<file path="src/rtl/pl_stage_pkg.sv">
// ---------------------------------------------------------------------------
// pl_stage_pkg
// Purpose : shared types and constants for the generic pipeline stage
//           register (pl_stage_reg) and its optional skid buffer.
//           Holds the per-stage control/data packed structs that the
//           instantiating stages cast to CTRL_W / DATA_W, the per-stage
//           bubble-safe control constants, default widths and a small
//           helper used by the occupancy-based flush counter.
// Ports   : none (package)
// ---------------------------------------------------------------------------
package pl_stage_pkg;

    // Default widths of the generic stage register
    localparam int PL_CTRL_W = 16;
    localparam int PL_DATA_W = 160;
    localparam int PL_CNT_W  = 16;

    // Identifies which pipeline boundary an instance sits on
    typedef enum logic [1:0] {
        STG_IFID  = 2'd0,
        STG_IDEX  = 2'd1,
        STG_EXMEM = 2'd2,
        STG_MEMWB = 2'd3
    } pl_stage_e;

    // IF/ID: no control yet, only the fetched instruction and PC+4
    typedef struct packed {
        logic [15:0] rsvd;
    } ifid_ctrl_t;

    typedef struct packed {
        logic [95:0] pad;
        logic [31:0] instr;
        logic [31:0] pcn;
    } ifid_data_t;

    // ID/EX: full decoded control set
    typedef struct packed {
        logic       mem_read;
        logic       mem_write;
        logic       reg_write;
        logic       mem_to_reg;
        logic       branch;
        logic       alu_src;
        logic       reg_dst;
        logic [1:0] alu_op;
        logic [6:0] rsvd;
    } idex_ctrl_t;

    typedef struct packed {
        logic [31:0] rdat1;
        logic [31:0] rdat2;
        logic [31:0] imm;
        logic [31:0] pcn;
        logic [4:0]  rs;
        logic [4:0]  rt;
        logic [4:0]  rd;
        logic [16:0] pad;
    } idex_data_t;

    // EX/MEM: memory and write-back control remain
    typedef struct packed {
        logic        mem_read;
        logic        mem_write;
        logic        reg_write;
        logic        mem_to_reg;
        logic        branch;
        logic [10:0] rsvd;
    } exmem_ctrl_t;

    typedef struct packed {
        logic [31:0] alu_res;
        logic [31:0] wdat;
        logic [31:0] br_tgt;
        logic        zero;
        logic [4:0]  wreg;
        logic [57:0] pad;
    } exmem_data_t;

    // MEM/WB: write-back control only
    typedef struct packed {
        logic        reg_write;
        logic        mem_to_reg;
        logic [13:0] rsvd;
    } memwb_ctrl_t;

    typedef struct packed {
        logic [31:0] rdata;
        logic [31:0] alu_res;
        logic [4:0]  wreg;
        logic [90:0] pad;
    } memwb_data_t;

    // Bubble-safe control values: every write/read enable deasserted
    localparam ifid_ctrl_t  IFID_CTRL_RST  = '{rsvd: 16'h0000};
    localparam idex_ctrl_t  IDEX_CTRL_RST  = '{mem_read: 1'b0, mem_write: 1'b0,
                                               reg_write: 1'b0, mem_to_reg: 1'b0,
                                               branch: 1'b0, alu_src: 1'b0,
                                               reg_dst: 1'b0, alu_op: 2'b00,
                                               rsvd: 7'h00};
    localparam exmem_ctrl_t EXMEM_CTRL_RST = '{mem_read: 1'b0, mem_write: 1'b0,
                                               reg_write: 1'b0, mem_to_reg: 1'b0,
                                               branch: 1'b0, rsvd: 11'h000};
    localparam memwb_ctrl_t MEMWB_CTRL_RST = '{reg_write: 1'b0, mem_to_reg: 1'b0,
                                               rsvd: 14'h0000};

    // Number of live beats held by the stage (main register + skid entry)
    function automatic logic [1:0] occupancy(input logic main_v, input logic skid_v);
        occupancy = {1'b0, main_v} + {1'b0, skid_v};
    endfunction

endpackage

</file>
<file path="src/rtl/pl_skid_buf.sv">
// ---------------------------------------------------------------------------
// pl_skid_buf
// Purpose : one-entry skid register that sits behind the main stage register
//           of pl_stage_reg. It absorbs a beat accepted while the main
//           register is full and not draining, and hands it to the main
//           register on the next drain. Only built when PL_STAGE_SKID_EN is
//           defined; with the macro undefined this file is empty.
// Ports   : i_clk, i_rst      clock / synchronous active-high reset
//           i_flush           squash the skid entry
//           i_accept          upstream beat taken this cycle
//           i_drain           downstream takes the main register this cycle
//           i_main_valid      main register currently holds a beat
//           i_ctrl, i_data    upstream payload
//           o_skid_valid      skid entry occupied
//           o_skid_ctrl/data  skid payload (ctrl is CTRL_RST when empty)
//           o_move            main register loads from the skid this edge
//           o_load_main       main register loads from the input this edge
// ---------------------------------------------------------------------------
`ifdef PL_STAGE_SKID_EN
module pl_skid_buf
    import pl_stage_pkg::*;
#(
    parameter int                CTRL_W   = PL_CTRL_W,
    parameter int                DATA_W   = PL_DATA_W,
    parameter logic [CTRL_W-1:0] CTRL_RST = {CTRL_W{1'b0}}
) (
    input  logic              i_clk,
    input  logic              i_rst,
    input  logic              i_flush,
    input  logic              i_accept,
    input  logic              i_drain,
    input  logic              i_main_valid,
    input  logic [CTRL_W-1:0] i_ctrl,
    input  logic [DATA_W-1:0] i_data,
    output logic              o_skid_valid,
    output logic [CTRL_W-1:0] o_skid_ctrl,
    output logic [DATA_W-1:0] o_skid_data,
    output logic              o_move,
    output logic              o_load_main
);

    logic              r_skid_valid;
    logic [CTRL_W-1:0] r_skid_ctrl;
    logic [DATA_W-1:0] r_skid_data;

    logic              w_valid_nxt;
    logic [CTRL_W-1:0] w_ctrl_nxt;
    logic [DATA_W-1:0] w_data_nxt;

    // The older skid beat always goes first; a fresh beat reaches the main
    // register directly only when the skid is empty and main is free or leaving.
    assign o_move      = i_drain && r_skid_valid;
    assign o_load_main = i_accept && !r_skid_valid && (!i_main_valid || i_drain);

    // Skid next-state: capture, hand-over to main, or clear on flush
    always_comb begin
        w_valid_nxt = r_skid_valid;
        w_ctrl_nxt  = r_skid_ctrl;
        w_data_nxt  = r_skid_data;
        if (i_flush) begin
            w_valid_nxt = 1'b0;
            w_ctrl_nxt  = CTRL_RST;
        end else if (r_skid_valid) begin
            if (i_drain) begin
                // Skid content moves to main; a simultaneous accept refills it
                if (i_accept) begin
                    w_valid_nxt = 1'b1;
                    w_ctrl_nxt  = i_ctrl;
                    w_data_nxt  = i_data;
                end else begin
                    w_valid_nxt = 1'b0;
                    w_ctrl_nxt  = CTRL_RST;
                end
            end else begin
                w_valid_nxt = r_skid_valid;
            end
        end else begin
            if (i_accept && i_main_valid && !i_drain) begin
                w_valid_nxt = 1'b1;
                w_ctrl_nxt  = i_ctrl;
                w_data_nxt  = i_data;
            end else begin
                w_valid_nxt = 1'b0;
            end
        end
    end

    // Skid register with synchronous reset
    always_ff @(posedge i_clk) begin
        if (i_rst) begin
            r_skid_valid <= 1'b0;
            r_skid_ctrl  <= CTRL_RST;
            r_skid_data  <= {DATA_W{1'b0}};
        end else begin
            r_skid_valid <= w_valid_nxt;
            r_skid_ctrl  <= w_ctrl_nxt;
            r_skid_data  <= w_data_nxt;
        end
    end

    assign o_skid_valid = r_skid_valid;
    assign o_skid_ctrl  = r_skid_ctrl;
    assign o_skid_data  = r_skid_data;

endmodule
`endif

</file>
<file path="src/rtl/pl_stage_reg.sv">
// ---------------------------------------------------------------------------
// pl_stage_reg
// Purpose : generic pipeline stage register with valid/ready handshake,
//           hazard hold, flush, a guaranteed-safe bubble (control forced to
//           CTRL_RST whenever the stage is empty) and saturating stall/flush
//           performance counters.
// Config  : PL_STAGE_SKID_EN - when defined, a one-entry skid (pl_skid_buf)
//           sits behind the main register and in_ready no longer depends
//           combinationally on out_ready. Undefined: single register with
//           comb in_ready.
// Ports   : CLK, RST              clock / synchronous active-high reset
//           in_valid, in_ready    upstream handshake
//           in_ctrl, in_data      upstream payload (ctrl / data split)
//           hold                  hazard stall: refuse input
//           flush                 squash stage contents and offered beat
//           out_valid, out_ready  downstream handshake
//           out_ctrl, out_data    registered payload
//           out_bubble            !out_valid
//           stall_cnt, flush_cnt  saturating perf counters
// ---------------------------------------------------------------------------
module pl_stage_reg
    import pl_stage_pkg::*;
#(
    parameter int                CTRL_W   = PL_CTRL_W,
    parameter int                DATA_W   = PL_DATA_W,
    parameter logic [CTRL_W-1:0] CTRL_RST = {CTRL_W{1'b0}},
    parameter int                CNT_W    = PL_CNT_W
) (
    input  logic              CLK,
    input  logic              RST,
    input  logic              in_valid,
    output logic              in_ready,
    input  logic [CTRL_W-1:0] in_ctrl,
    input  logic [DATA_W-1:0] in_data,
    input  logic              hold,
    input  logic              flush,
    output logic              out_valid,
    input  logic              out_ready,
    output logic [CTRL_W-1:0] out_ctrl,
    output logic [DATA_W-1:0] out_data,
    output logic              out_bubble,
    output logic [CNT_W-1:0]  stall_cnt,
    output logic [CNT_W-1:0]  flush_cnt
);

    // Adds a small increment, clamping at all-ones instead of wrapping
    function automatic logic [CNT_W-1:0] sat_add(input logic [CNT_W-1:0] a,
                                                 input logic [1:0]       inc);
        logic [CNT_W:0] sum;
        sum = {1'b0, a} + {{(CNT_W-1){1'b0}}, inc};
        if (sum[CNT_W]) begin
            sat_add = {CNT_W{1'b1}};
        end else begin
            sat_add = sum[CNT_W-1:0];
        end
    endfunction

    logic              r_valid;
    logic [CTRL_W-1:0] r_ctrl;
    logic [DATA_W-1:0] r_data;
    logic [CNT_W-1:0]  r_stall_cnt;
    logic [CNT_W-1:0]  r_flush_cnt;

    logic              w_in_ready;
    logic              w_accept;
    logic              w_drain;
    logic              w_skid_valid;
    logic [CTRL_W-1:0] w_skid_ctrl;
    logic [DATA_W-1:0] w_skid_data;
    logic              w_move;
    logic              w_load_in;

    logic              w_valid_nxt;
    logic [CTRL_W-1:0] w_ctrl_nxt;
    logic [DATA_W-1:0] w_data_nxt;
    logic [CNT_W-1:0]  w_stall_nxt;
    logic [CNT_W-1:0]  w_flush_nxt;

    assign w_accept = in_valid && w_in_ready;
    assign w_drain  = r_valid && out_ready;

`ifdef PL_STAGE_SKID_EN
    // Ready depends only on local state; the skid catches the one beat that
    // may arrive while the downstream is not taking the main register.
    assign w_in_ready = !hold && !flush && !w_skid_valid;

    pl_skid_buf #(
        .CTRL_W   (CTRL_W),
        .DATA_W   (DATA_W),
        .CTRL_RST (CTRL_RST)
    ) u_skid (
        .i_clk        (CLK),
        .i_rst        (RST),
        .i_flush      (flush),
        .i_accept     (w_accept),
        .i_drain      (w_drain),
        .i_main_valid (r_valid),
        .i_ctrl       (in_ctrl),
        .i_data       (in_data),
        .o_skid_valid (w_skid_valid),
        .o_skid_ctrl  (w_skid_ctrl),
        .o_skid_data  (w_skid_data),
        .o_move       (w_move),
        .o_load_main  (w_load_in)
    );
`else
    // Accept when empty or when the current beat leaves this same cycle
    assign w_in_ready   = !hold && !flush && (!r_valid || out_ready);
    assign w_skid_valid = 1'b0;
    assign w_skid_ctrl  = CTRL_RST;
    assign w_skid_data  = {DATA_W{1'b0}};
    assign w_move       = 1'b0;
    assign w_load_in    = w_accept;
`endif

    // Main register next-state; flush beats everything but reset, and hold
    // only acts through in_ready so a drain under hold still empties the stage
    always_comb begin
        w_valid_nxt = r_valid;
        w_ctrl_nxt  = r_ctrl;
        w_data_nxt  = r_data;
        if (flush) begin
            w_valid_nxt = 1'b0;
            w_ctrl_nxt  = CTRL_RST;
        end else if (w_move) begin
            w_valid_nxt = 1'b1;
            w_ctrl_nxt  = w_skid_ctrl;
            w_data_nxt  = w_skid_data;
        end else if (w_load_in) begin
            w_valid_nxt = 1'b1;
            w_ctrl_nxt  = in_ctrl;
            w_data_nxt  = in_data;
        end else if (w_drain) begin
            // Data is left as is; only control must go bubble-safe
            w_valid_nxt = 1'b0;
            w_ctrl_nxt  = CTRL_RST;
        end else begin
            w_valid_nxt = r_valid;
            w_ctrl_nxt  = r_ctrl;
        end
    end

    // Performance counter next-state (never cleared except by reset)
    always_comb begin
        w_stall_nxt = r_stall_cnt;
        w_flush_nxt = r_flush_cnt;
        if (r_valid && !out_ready) begin
            w_stall_nxt = sat_add(r_stall_cnt, 2'd1);
        end else begin
            w_stall_nxt = r_stall_cnt;
        end
        if (flush) begin
            w_flush_nxt = sat_add(r_flush_cnt, occupancy(r_valid, w_skid_valid));
        end else begin
            w_flush_nxt = r_flush_cnt;
        end
    end

    // Stage and counter registers with synchronous reset
    always_ff @(posedge CLK) begin
        if (RST) begin
            r_valid     <= 1'b0;
            r_ctrl      <= CTRL_RST;
            r_data      <= {DATA_W{1'b0}};
            r_stall_cnt <= {CNT_W{1'b0}};
            r_flush_cnt <= {CNT_W{1'b0}};
        end else begin
            r_valid     <= w_valid_nxt;
            r_ctrl      <= w_ctrl_nxt;
            r_data      <= w_data_nxt;
            r_stall_cnt <= w_stall_nxt;
            r_flush_cnt <= w_flush_nxt;
        end
    end

    assign in_ready   = w_in_ready;
    assign out_valid  = r_valid;
    assign out_ctrl   = r_ctrl;
    assign out_data   = r_data;
    assign out_bubble = !r_valid;
    assign stall_cnt  = r_stall_cnt;
    assign flush_cnt  = r_flush_cnt;

endmodule

</file>
<file path="config.mk">
export PLATFORM = sky130hd
export DESIGN_NAME = pl_stage_reg
export DESIGN_NICKNAME = d
export VERILOG_FILES = /design/src/rtl/pl_stage_pkg.sv /design/src/rtl/pl_skid_buf.sv /design/src/rtl/pl_stage_reg.sv
export SDC_FILE = /design/constraint.sdc
export NUM_CORES = 1
export LEC_CHECK = 0
export CAP_MARGIN = 40
export CORE_AREA = 2 2 154 156
export DETAILED_ROUTE_END_ITERATION = 12
export DIE_AREA = 0 0 156 158
export PLACE_DENSITY = 0.67
export SYNTH_ARGS = -nofsm -noshare
export SYNTH_HDL_FRONTEND = slang
export SYNTH_SLANG_ARGS = --single-unit
</file>
<file path="constraint.sdc">
create_clock -name CLK -period 1.8 [get_ports CLK]
set_input_delay 0.45 -clock CLK [delete_from_list [all_inputs] [get_ports CLK]]
set_output_delay 0.45 -clock CLK [all_outputs]
set_load 0.02 [all_outputs]
</file>
Word-level counts from Yosys, hierarchy flattened
Index checks and enable logic that the tools add are counted.

Reduce and logical (&&, ||, !) cells: 13. Bitwise operators: 1. Add/sub/neg operators: 2. Muxes and demuxes: 6.

Operators by type and width (count): 16-bit two-way mux (4); 16-bit by 1-bit adder with 17-bit output (1); 16-bit by 1-bit adder with 17-bit output, second input constant (1); 1-bit logical AND (5); 1-bit zero test (4); 1-bit two-way mux (2); 2-bit AND reduction (1); 2-bit nonzero test (1); 2-bit OR reduction (1); 1-bit logical OR (1); 1-bit NOT (1).

Logic and storage cells: 27. Output and inout port bits: 211. Register bits after elaboration: 209. Input bits: 182.

Depth between registers and ports, before layout
Depth after elaboration: 5. Gate-level depth with buffers: 8. Mapped depth without buffers: 5.

Worst setup path before layout
OpenSTA, ideal clock, no wires.

Kind: register to register. From: reg r_valid (netlist: out_valid). To: reg r_flush_cnt[14] (netlist: flush_cnt[14]). Period minus slack after synthesis: 1.832 ns. Cell stages (with the launch flop): 6. Required time: 1.709 ns. Arrival: 1.741 ns. Path slack: -0.032 ns. Library setup time: 0.091 ns. Buffers on the path: 0. Cell sequence: dfxtp_1 > ha_1 > nand3_1 > nor4_4 > a41oi_1 > a311oi_1.

Longest elaborated chain between the ends: 2.

Ends and longest elaborated chain: start, declared (RTL line pl_stage_reg.sv:58) `logic r_valid;`; start signal, assigned (RTL line pl_stage_reg.sv:168) `r_valid <= w_valid_nxt;`; 16-bit by 1-bit adder with 17-bit output (RTL line pl_stage_reg.sv:50) `sum = {1'b0, a} + {{(CNT_W-1){1'b0}}, inc};`; 16-bit two-way mux (RTL line pl_stage_reg.sv:51) `if (sum[CNT_W]) begin`; end signal, assigned (RTL line pl_stage_reg.sv:166) `r_flush_cnt <= {CNT_W{1'b0}};`; end signal, assigned (RTL line pl_stage_reg.sv:172) `r_flush_cnt <= w_flush_nxt;`; end, declared (RTL line pl_stage_reg.sv:62) `logic [CNT_W-1:0] r_flush_cnt;`.

No other way between the ends. A chain may end at the register's enable or synchronous reset.

Final worst setup path
From: reg r_valid (netlist: out_valid). To: out in_ready.

Longest elaborated chain between the ends: 3.

Ends and longest elaborated chain: 1-bit zero test (RTL line pl_stage_reg.sv:108) `assign w_in_ready = !hold && !flush && (!r_valid || out_ready);`; 1-bit logical OR (RTL line pl_stage_reg.sv:108); 1-bit logical AND (RTL line pl_stage_reg.sv:108); end, declared (RTL line pl_stage_reg.sv:32) `output logic in_ready,`.

No other way between the ends.

==> run_results.csv <==
group,metric,value,unit
floorplan,initial_core_util,0.329,
yosys,yosysTopAreaCellShare,0.552,
critical_path,max_stage_delay,0.36,ns
min_path,whs_endpoint,"flush_cnt[15]",
min_path,hp-class,"input port to flip-flop",
timing,worst_slew_pin_slew,0.440,ns
timing,fin_ws,0.0277,ns
global_route,grtUsageTotal,0.195,
yosys,ys_warn_count,0,
yosys,netlist_area,0.00758,mm^2
critical_path,worstPathCellList,"nor2b_1 -> nor3_1 -> buf_2",
timing,fin_crit_sh,0.985,
critical_path,cp_data_required_time,1.35,ns
layout,fin_area,0.0126,mm^2
floorplan,dieArea,0.0246,mm^2
yosys,syn_nets,1116,
cts,ctsHoldBuffers,0,
critical_path,critPathMaxFanout,6,
critical_path,cp-start-kind,"flip-flop",
timing,slew_violations,0,
timing,timing.hold.ws,0.262,ns
critical_path,crit_family,"flip-flops",
min_path,hold_depth,2,
cts,cts_tree,"yes",
placed_design,place_ws,-0.465,ns
cts,clockBufferDepth,3,
floorplan,boundaryPins,393,
timing,fin_skew,0.0184,ns
yosys,synthFlopType,"dfxtp_1",
yosys,synth_edf_count,0,
timing,rsz0062_at_grt,"yes",
timing,timing_hold_violations_final,0,
floorplan,die_y,158,um
floorplan,rows,56,
critical_path,r2r-start,"stall_cnt[6]",
placed_design,io_buffer_count,392,
critical_path,cp_num_buf_inv,1,
placed_design,place_congestion,0.833,
timing,tns,0,ns
timing,max_freq,0.564,GHz
timing,fin_crit,1.77,ns
job,cap_viol_max_count,0,
timing,setup_viol,0,
floorplan,die_w,156,um
critical_path,cp_data_arrival_time,1.32,ns
floorplan,core,0.0231,mm^2
global_route,grt_start_max_net_pins,59,
global_route,grt_pass1_vias,7268,
critical_path,slowest_stage,"dfxtp_4",
layout,antenna_cells,0,
power_and_ir_drop,leakage,5.49,nW
yosys,avgSynthCellArea,8.15,um^2
critical_path,r2r_slack,0.12,ns
critical_path,critPathCaptureType,"output port",
global_route,antenna_found_initial,0,
detailed_routing,vias,7764,
layout,syn_to_final_growth,66.1,%
cts,h-tree-depth,1,
detailed_routing,drt-total-wl,26000,um
yosys,synthArstFlopShare,0,
layout,num-fill-cells,2236,
placed_design,dpl-instance-area,0.0121,mm^2
power_and_ir_drop,cellPowerDensity,852,mW/mm^2
detailed_routing,ant_nets,0,
yosys,synth_top_area_cell,"dfxtp_1",
detailed_routing,drt_first_iter_violations,414,
layout,drive_gt1_frac,0.0750,
layout,fin_cells,1637,
layout,fin_nets,1515,
cts,numCtsBuffers,24,
yosys,synth.area.top_cells,"dfxtp_1 (55%), nand2_1 (16%), a21oi_1 (12%)",
cts,insertion_delay,0.51,ns
global_route,grt_pass1_wl,38600,um
min_path,hold_path.startpoint,"RST",
cts,cts_root_buffer,"clkbuf_16",
detailed_routing,via_per_inst,4.74,
power_and_ir_drop,ir_worst_vdd,613,uV
detailed_routing,wl_per_cell,15.9,um
yosys,synth_cell_types,44,
placed_design,post-place-cells,1593,
critical_path,critPathKind,"flip-flop to output port",
cts,cts_num_sinks,209,
placed_design,dpl.hpwl,18800,um
yosys,postSynthCellCount,931,
cts,clkSlewWorstSetupHoldPaths,0.06,ns
global_route,grt-ovfl-total,0,
detailed_routing,route.detailed.drc,0,
timing,slew_headroom,0.707,
critical_path,ff2ff_path_depth,5,
detailed_routing,drt_first_pass_iters,5,
yosys,seq_area_frac_synth,0.552,
critical_path,timing.rr.end,"stall_cnt[14]",
yosys,synth-seq-cells,209,
outcome,status,"finished clean",
-- flip-flops by register name, indices dropped and copies added, names as in the netlist --
signal     count
out_data     160
flush_cnt     16
out_ctrl      16
stall_cnt     16
out_valid      1
-- stage by stage --
stage / utilization / power, W
global placement: 0.524 / 0.00617
global route: 0.547 / 0.0112
floorplan: - / 0.00538
detailed placement: 0.524 / 0.00618
finish: 0.547 / 0.0107
CTS: 0.546 / 0.0109
-- per-layer routing --
metal / wire length, um / global-route usage
met1: 10100 / 0.223
met2: 12600 / 0.339
met3: 2320 / 0.0619
met4: 891 / 0.0769
met5: 0 / 0
-- worst max-delay path by stage --
stage,start,to,cells past startpoint,slack (ns)
2_1_floorplan,out_valid,flush_cnt[14],5,0.04
3_3_place_gp,out_ready,in_ready,4,-0.47
3_5_place_dp,out_ready,stall_cnt[14],6,-0.47
4_1_cts,out_valid,in_ready,3,-0.01
5_1_grt,out_valid,in_ready,3,-0.04
6_report,out_valid,in_ready,3,0.03
-- power by group --
part | total, W | switching, W | internal (W)
logic | 0.00117 | 0.000563 | 0.000607
clock network | 0.00475 | 0.00190 | 0.00285
registers | 0.00481 | 0.0000601 | 0.00475
total | 0.0107 | 0.00253 | 0.00821
-- cells in the mapped netlist, drive strengths merged (5+ instances only) --
master / count
nand2: 333
dfxtp: 209
a21oi: 181
clkbuf: 37
buf: 27
nor2: 25
a22oi: 16
nand3: 11
xnor2: 10
nor3: 8
inv: 7
nand4: 7
nor4: 7
a31oi: 6
xor2: 6
and3: 5
-- cell type report --
class                      instances  area (um^2)  area share
sequential                       209         4190       0.332
inverter                           7         26.3     0.00209
clock inverter                     8         68.8     0.00546
tap                              290          363      0.0288
clock buffer                      35          703      0.0558
multi-input combinational        651         3130       0.249
timing repair buffer             437         4120       0.327
-- kinds of logic (layout without fill, tap and decap cells) --
group / count (synthesis) / count (layout) / synth area share
buffers and inverters: 71 / 487 / 0.0398
muxes: 2 / 2 / 0.00264
and+or+nand+nor: 411 / 411 / 0.226
DFF: 209 / 209 / 0.552
AOI/OAI and AO/OA: 219 / 219 / 0.156
adders and majority gates: 3 / 3 / 0.00495
xor gates and xnor gates: 16 / 16 / 0.0185
-- what timing repair did --
item	in CTS	in global routing
hold endpoints to repair	0	0
buffers inserted	0	1
setup endpoints to repair	211	16
gates resized for setup	222	12
gates cloned	0	0
-- worst register-to-register path: stages (launching register included) --
cell      delay [ns]
dfxtp_1         0.41
nand4_1         0.34
nor4_2          0.33
buf_4           0.17
a31oi_1         0.08
a311oi_1        0.26
-- layout by cell type, fill, tap and decap left out, types with 7 or more instances in the layout --
cell type	count
nand2_1	333
inv_1	7
nand3_1	9
clkdlybuf4s15_1	7
xnor2_1	10
buf_12	10
buf_4	34
clkbuf_16	25
a21oi_1	181
dfxtp_1	207
nor3_1	8
a22oi_1	16
nor2_1	25
dlygate4sd2_1	200
clkdlybuf4s50_1	179
Power figures use the tool's default switching activity.
